## config.mk

```make
export PLATFORM = sky130hd
export DESIGN_NAME = keypad_scanner
export DESIGN_NICKNAME = d
export VERILOG_FILES = /design/src/rtl/keypad_scanner.sv
export SDC_FILE = /design/constraint.sdc
export NUM_CORES = 1
export LEC_CHECK = 0
export ABC_AREA = 1
export BUFFER_PORTS_ARGS = -buffer_cell sky130_fd_sc_hd__clkbuf_2
export CAP_MARGIN = 10
export CORE_UTILIZATION = 58
export DETAILED_ROUTE_END_ITERATION = 6
export PLACE_DENSITY = 0.84
export SYNTH_ARGS = -nofsm -noshare
export SYNTH_HDL_FRONTEND = slang
export SYNTH_SLANG_ARGS = --single-unit
```

## constraint.sdc

```tcl
create_clock -name clock -period 15.5 [get_ports clock]
set_clock_uncertainty 0.15 [all_clocks]
set_input_delay 3.1 -clock clock [delete_from_list [all_inputs] [get_ports clock]]
set_output_delay 3.1 -clock clock [all_outputs]
set_load 0.005 [all_outputs]
```

## src/rtl/keypad_scanner.sv

```systemverilog
// Matrix-keypad front end: scans a 4x3 keypad, synchronises and debounces the
// column returns, and drives one-hot digit, star/hash levels and a press strobe.
module keypad_scanner #(
    parameter int SCAN_DIV = 4,
    parameter int DEBOUNCE = 3
) (
    input  logic       clock,
    input  logic       clear,
    input  logic [2:0] col_n,
    output logic [3:0] row_n,
    output logic [9:0] keypad,
    output logic       star,
    output logic       hash,
    output logic       new_key
);

    localparam int DW = $clog2(SCAN_DIV);
    localparam int CW = $clog2(DEBOUNCE + 1);
    localparam logic [DW-1:0] DWELL_LAST = DW'(SCAN_DIV - 1);
    localparam logic [DW-1:0] DWELL_ONE  = DW'(1);
    localparam logic [CW-1:0] CNT_LAST   = CW'(DEBOUNCE);
    localparam logic [CW-1:0] CNT_ONE    = CW'(1);
    localparam logic [CW-1:0] CNT_ZERO   = CW'(0);

    typedef enum logic [1:0] {
        ST_IDLE  = 2'd0,
        ST_CHECK = 2'd1,
        ST_HELD  = 2'd2
    } state_t;

    // Returns {exactly_one_bit_set, index_of_set_bit}; multi-key frames are invalid.
    function automatic logic [4:0] frame_decode(input logic [11:0] f);
        logic [3:0] ones;
        logic [3:0] idx;
        ones = 4'd0;
        idx  = 4'd0;
        for (int i = 0; i < 12; i++) begin
            if (f[i]) begin
                ones = ones + 4'd1;
                idx  = 4'(i);
            end else begin
                ones = ones;
            end
        end
        return {(ones == 4'd1), idx};
    endfunction

    // Maps a frame bit index (row*3+col) to {star, hash, keypad[9:0]}.
    function automatic logic [11:0] key_to_outputs(input logic [3:0] idx);
        logic [11:0] o;
        case (idx)
            4'd0:    o = 12'b00_0000000010;
            4'd1:    o = 12'b00_0000000100;
            4'd2:    o = 12'b00_0000001000;
            4'd3:    o = 12'b00_0000010000;
            4'd4:    o = 12'b00_0000100000;
            4'd5:    o = 12'b00_0001000000;
            4'd6:    o = 12'b00_0010000000;
            4'd7:    o = 12'b00_0100000000;
            4'd8:    o = 12'b00_1000000000;
            4'd9:    o = 12'b10_0000000000;
            4'd10:   o = 12'b00_0000000001;
            4'd11:   o = 12'b01_0000000000;
            default: o = 12'b00_0000000000;
        endcase
        return o;
    endfunction

    logic [2:0]    col_meta_r, col_sync_r;
    logic [1:0]    row_r;
    logic [DW-1:0] dwell_r;
    logic [3:0]    row_n_r;
    logic [8:0]    snap_r;
    logic          sample_s, frame_end_s;
    logic [11:0]   frame_s;
    logic [4:0]    decode_s;
    logic          res_valid_s;
    logic [3:0]    res_idx_s;
    logic [11:0]   hot_s;
    logic [CW-1:0] cnt_inc_s;

    state_t        state_r, state_s;
    logic [3:0]    cand_r, cand_s;
    logic [CW-1:0] cnt_r, cnt_s;
    logic [9:0]    keypad_r, keypad_s;
    logic          star_r, star_s, hash_r, hash_s, new_key_r, new_key_s;

    // Two-flop synchroniser for the asynchronous column returns (idle high).
    always_ff @(posedge clock or posedge clear) begin
        if (clear) begin
            col_meta_r <= 3'b111;
            col_sync_r <= 3'b111;
        end else begin
            col_meta_r <= col_n;
            col_sync_r <= col_meta_r;
        end
    end

    assign sample_s    = (dwell_r == DWELL_LAST);
    assign frame_end_s = sample_s && (row_r == 2'd3);

    // Free-running row scan: dwell counter and one-hot active-low row drive.
    always_ff @(posedge clock or posedge clear) begin
        if (clear) begin
            row_r   <= 2'd0;
            dwell_r <= {DW{1'b0}};
            row_n_r <= 4'b1110;
        end else if (sample_s) begin
            row_r   <= row_r + 2'd1;
            dwell_r <= {DW{1'b0}};
            row_n_r <= {row_n_r[2:0], row_n_r[3]};
        end else begin
            dwell_r <= dwell_r + DWELL_ONE;
        end
    end

    // Rows 0-2 of the snapshot; row 3 is taken live so the frame resolves on its sample edge.
    always_ff @(posedge clock or posedge clear) begin
        if (clear) begin
            snap_r <= 9'd0;
        end else if (sample_s) begin
            case (row_r)
                2'd0:    snap_r[2:0] <= ~col_sync_r;
                2'd1:    snap_r[5:3] <= ~col_sync_r;
                2'd2:    snap_r[8:6] <= ~col_sync_r;
                default: snap_r      <= snap_r;
            endcase
        end else begin
            snap_r <= snap_r;
        end
    end

    assign frame_s     = {~col_sync_r, snap_r};
    assign decode_s    = frame_decode(frame_s);
    assign res_valid_s = decode_s[4];
    assign res_idx_s   = decode_s[3:0];
    assign hot_s       = key_to_outputs(res_idx_s);
    assign cnt_inc_s   = cnt_r + CNT_ONE;

    // Debounce next-state and output logic, evaluated once per completed frame.
    always_comb begin
        state_s   = state_r;
        cand_s    = cand_r;
        cnt_s     = cnt_r;
        keypad_s  = keypad_r;
        star_s    = star_r;
        hash_s    = hash_r;
        new_key_s = 1'b0;
        if (frame_end_s) begin
            case (state_r)
                ST_IDLE: begin
                    if (res_valid_s) begin
                        cand_s = res_idx_s;
                        if (DEBOUNCE == 1) begin
                            state_s   = ST_HELD;
                            cnt_s     = CNT_ZERO;
                            {star_s, hash_s, keypad_s} = hot_s;
                            new_key_s = 1'b1;
                        end else begin
                            state_s = ST_CHECK;
                            cnt_s   = CNT_ONE;
                        end
                    end else begin
                        state_s = ST_IDLE;
                    end
                end
                ST_CHECK: begin
                    if (res_valid_s && (res_idx_s == cand_r)) begin
                        if (cnt_inc_s == CNT_LAST) begin
                            state_s   = ST_HELD;
                            cnt_s     = CNT_ZERO;
                            {star_s, hash_s, keypad_s} = hot_s;
                            new_key_s = 1'b1;
                        end else begin
                            cnt_s = cnt_inc_s;
                        end
                    end else if (res_valid_s) begin
                        cand_s = res_idx_s;
                        cnt_s  = CNT_ONE;
                    end else begin
                        state_s = ST_IDLE;
                        cnt_s   = CNT_ZERO;
                    end
                end
                ST_HELD: begin
                    // cnt counts consecutive non-matching frames while held.
                    if (res_valid_s && (res_idx_s == cand_r)) begin
                        cnt_s = CNT_ZERO;
                    end else if (cnt_inc_s == CNT_LAST) begin
                        state_s  = ST_IDLE;
                        cnt_s    = CNT_ZERO;
                        keypad_s = 10'd0;
                        star_s   = 1'b0;
                        hash_s   = 1'b0;
                    end else begin
                        cnt_s = cnt_inc_s;
                    end
                end
                default: begin
                    state_s  = ST_IDLE;
                    cnt_s    = CNT_ZERO;
                    keypad_s = 10'd0;
                    star_s   = 1'b0;
                    hash_s   = 1'b0;
                end
            endcase
        end else begin
            state_s = state_r;
        end
    end

    // Debounce state, candidate, counter and registered key outputs.
    always_ff @(posedge clock or posedge clear) begin
        if (clear) begin
            state_r   <= ST_IDLE;
            cand_r    <= 4'd0;
            cnt_r     <= CNT_ZERO;
            keypad_r  <= 10'd0;
            star_r    <= 1'b0;
            hash_r    <= 1'b0;
            new_key_r <= 1'b0;
        end else begin
            state_r   <= state_s;
            cand_r    <= cand_s;
            cnt_r     <= cnt_s;
            keypad_r  <= keypad_s;
            star_r    <= star_s;
            hash_r    <= hash_s;
            new_key_r <= new_key_s;
        end
    end

    assign row_n   = row_n_r;
    assign keypad  = keypad_r;
    assign star    = star_r;
    assign hash    = hash_r;
    assign new_key = new_key_r;

endmodule

```

==> results.toml <==
[worst_hold_path]
holdCritPathClass = "reg2reg"

[clock_tree]
cts.repair.resized = 0
root_buffer = "clkbuf_8"
cts_setup_buffers = 0
numCtsBuffers = 5
cts_tree = "done"
cts_sinks = 44
cts.clk_slew.worst_paths_ns = 0.08
cts.path.max_buffers = 2
cts_hold_buf = 0
insertion_delay_ns = 0.29
htreeDepth = 2

[critical_path]
cp_data_arrival_time_ns = 6.68
cp.required_ns = 15.59
crit_family = "adder cells"
crit_fanout = 13
crit_type = "reg2reg"
path_buf_inv = 3
critPathSlowestCell = "dfrtp_1"
endpoint_kind = "register"
start_kind = "register"
cpMostUsedCell = "nand2_1"
cpPeakStageDelay_ns = 0.37

[placed_design]
post_dp_cell_area_um2 = 3200
portBuffers = 21
detailed_place_hpwl_mm = 4.53
gp_congestion = 0.890
dpl_worst_slack_ns = 8.99

[pwr]
p_leak_uw = 0.00183
pwr_density_cell_nw_per_um2 = 97.4
ir_drop_mv = 0.0718
power_uw = 324

[grt]
grt_use_met3 = 0.0366
grt_usage = 0.232
grt.overflow.total = 0
grt-busiest-layer = "met2"
grt_antenna_before_repair = 0
grt_max_degree = 45
grt_pass1_wl_mm = 10.1
globalRouteMet2Util = 0.390
gr-usage-met1 = 0.309
first_global_vias = 2452

[final_layout]
final_cell_area_um2 = 3330
antenna_cells = 0
final_nets = 481
num-fill-cells = 463
drive_gt1_frac = 0.174
multi_input_area_um2 = 1680
area_delta_synth_final_pct = 9.01
seqCellArea_um2 = 1110

[sta]
fin_tns_setup_ns = 0
rsz0062_at_grt = "no"
finalCriticalPeriod_ns = 6.60
finalSetupViolations = 0
report.final.hold_viol_count = 0
fin_ws_ns = 8.90
relSlewSlack = 0.578
period_share = 0.426
tightest_slew_ns = 0.628
slew_viol_final = 0
max_freq_ghz = 0.152

[yosys]
synth.cell_area_um2 = 3050
syn-num-nets = 460
synthTopCellsByCount = "151 x nand2_1, 53 x inv_1, 39 x nor2_1, 35 x dfrtp_1, 27 x nand3_1"
synthDistinctLibCells = 33
async_flop_share = 1.00
netlist_instances = 439
yosysTopAreaCell = "dfrtp_1"
synth.top_cell.area_share = 0.287
yosysWarnings = 0
seq_area_frac_synth = 0.364
ys.flop_type = "dfrtp_1"
synth.avg_cell_area_um2 = 6.96
synth_edf_count = 0
synth.most_common_cell = "nand2_1"
synth_seq_cells = 44
netlist_top_cells_area = "dfrtp_1 29%, nand2_1 19%, dfstp_2 7.7%"

[route]
drtIter0Drc = 121
drt_first_pass_iters = 4
wl_mm = 5.81
via_per_inst = 5.05
antenna_left = 0
wl_per_cell_um = 10.9
vias = 2681
drcViolationCount = 0

[job]
maxCapViolCount = 0

[outcome]
status = "finished clean"

[floorplanning]
die_width_um = 74.6
core_um2 = 5070
ios = 22
die-area_um2 = 5560
num_rows = 26
initial_core_util = 0.602
fp.dieH_um = 74.6
## worst paths after layout
path	slack, ns	startpoint	depth (start not counted)	to
setup / recovery	8.90	snap_r[1]$_DFFE_PP0P_	42	keypad[7]$_DFFE_PP0P_
hold / removal	0.21	col_meta_r[2]$_DFF_PP1_	0	col_sync_r[2]$_DFF_PP1_
setup reg to reg	8.90	snap_r[1]$_DFFE_PP0P_	42	keypad[7]$_DFFE_PP0P_
hold reg to reg	0.21	col_meta_r[2]$_DFF_PP1_	0	col_sync_r[2]$_DFF_PP1_
max in group asynchronous	12.07	clear	3	row_n[2]$_DFFE_PP1P_
min in group asynchronous	2.76	clear	3	cand_r[2]$_DFFE_PP0P_
## report_power, final
group / internal, µW / total, µW / switching, µW
Combinational: 35.1 / 98.2 / 63.0
Sequential: 123 / 132 / 8.88
Clock: 56.8 / 94.0 / 37.2
Total: 215 / 324 / 109
## layout make-up
type / count / share of cell area
multi-input combinational: 330 / 0.504
timing repair buffer: 22 / 0.0338
tap: 70 / 0.0263
sequential: 44 / 0.334
clock buffer: 7 / 0.0289
inverter: 57 / 0.0643
clock inverter: 1 / 0.00902
## routing by layer
metal	wire, µm	vias up
met5	0	-
met4	64	0
met3	132	7
met2	2780	34
met1	2840	1219
li1	-	1421
## registers in the layout, indices dropped and copies added (netlist names)
name and count:
row_r 2, keypad 10, new_key 1, state_r 2, cand_r 4, star 1, col_sync_r 3, dwell_r 2
snap_r 9, cnt_r 2, hash 1, row_n 4, col_meta_r 3
## cells in the final DEF, fill, tap and decap left out, types with 3 or more instances in the layout
cell type,n
inv_1,53
xor2_1,3
clkbuf_2,21
ha_1,16
nand2_2,19
nor2_1,39
nand3_1,27
or2_2,6
dfrtp_1,35
o21ai_0,20
o21ai_1,16
dfstp_2,9
a21oi_1,7
nand4_1,3
clkbuf_8,7
nand3_2,8
nand2_1,151
## metrics by stage
stage | util | hold WS [ns] | std cells
floorplan | - | 0.195 | 439
global placement | 0.631 | 0.197 | 523
detailed placement | 0.631 | 0.201 | 523
CTS | 0.656 | 0.213 | 531
global route | 0.656 | 0.215 | 531
finish | 0.656 | 0.212 | 531
## cells by family (layout without fill, tap and decap cells)
kind of cell / count (synthesis) / after routing / share of synthesized area
AND/OR/NAND/NOR: 265 / 265 / 0.396
buffers and inverters: 65 / 87 / 0.0869
AO/OA/AOI/OAI: 46 / 46 / 0.0787
flip-flops: 44 / 44 / 0.364
adder cells (fa/ha/maj): 16 / 16 / 0.0655
XOR/XNOR: 3 / 3 / 0.00860
(Power assumes the default switching activity.)
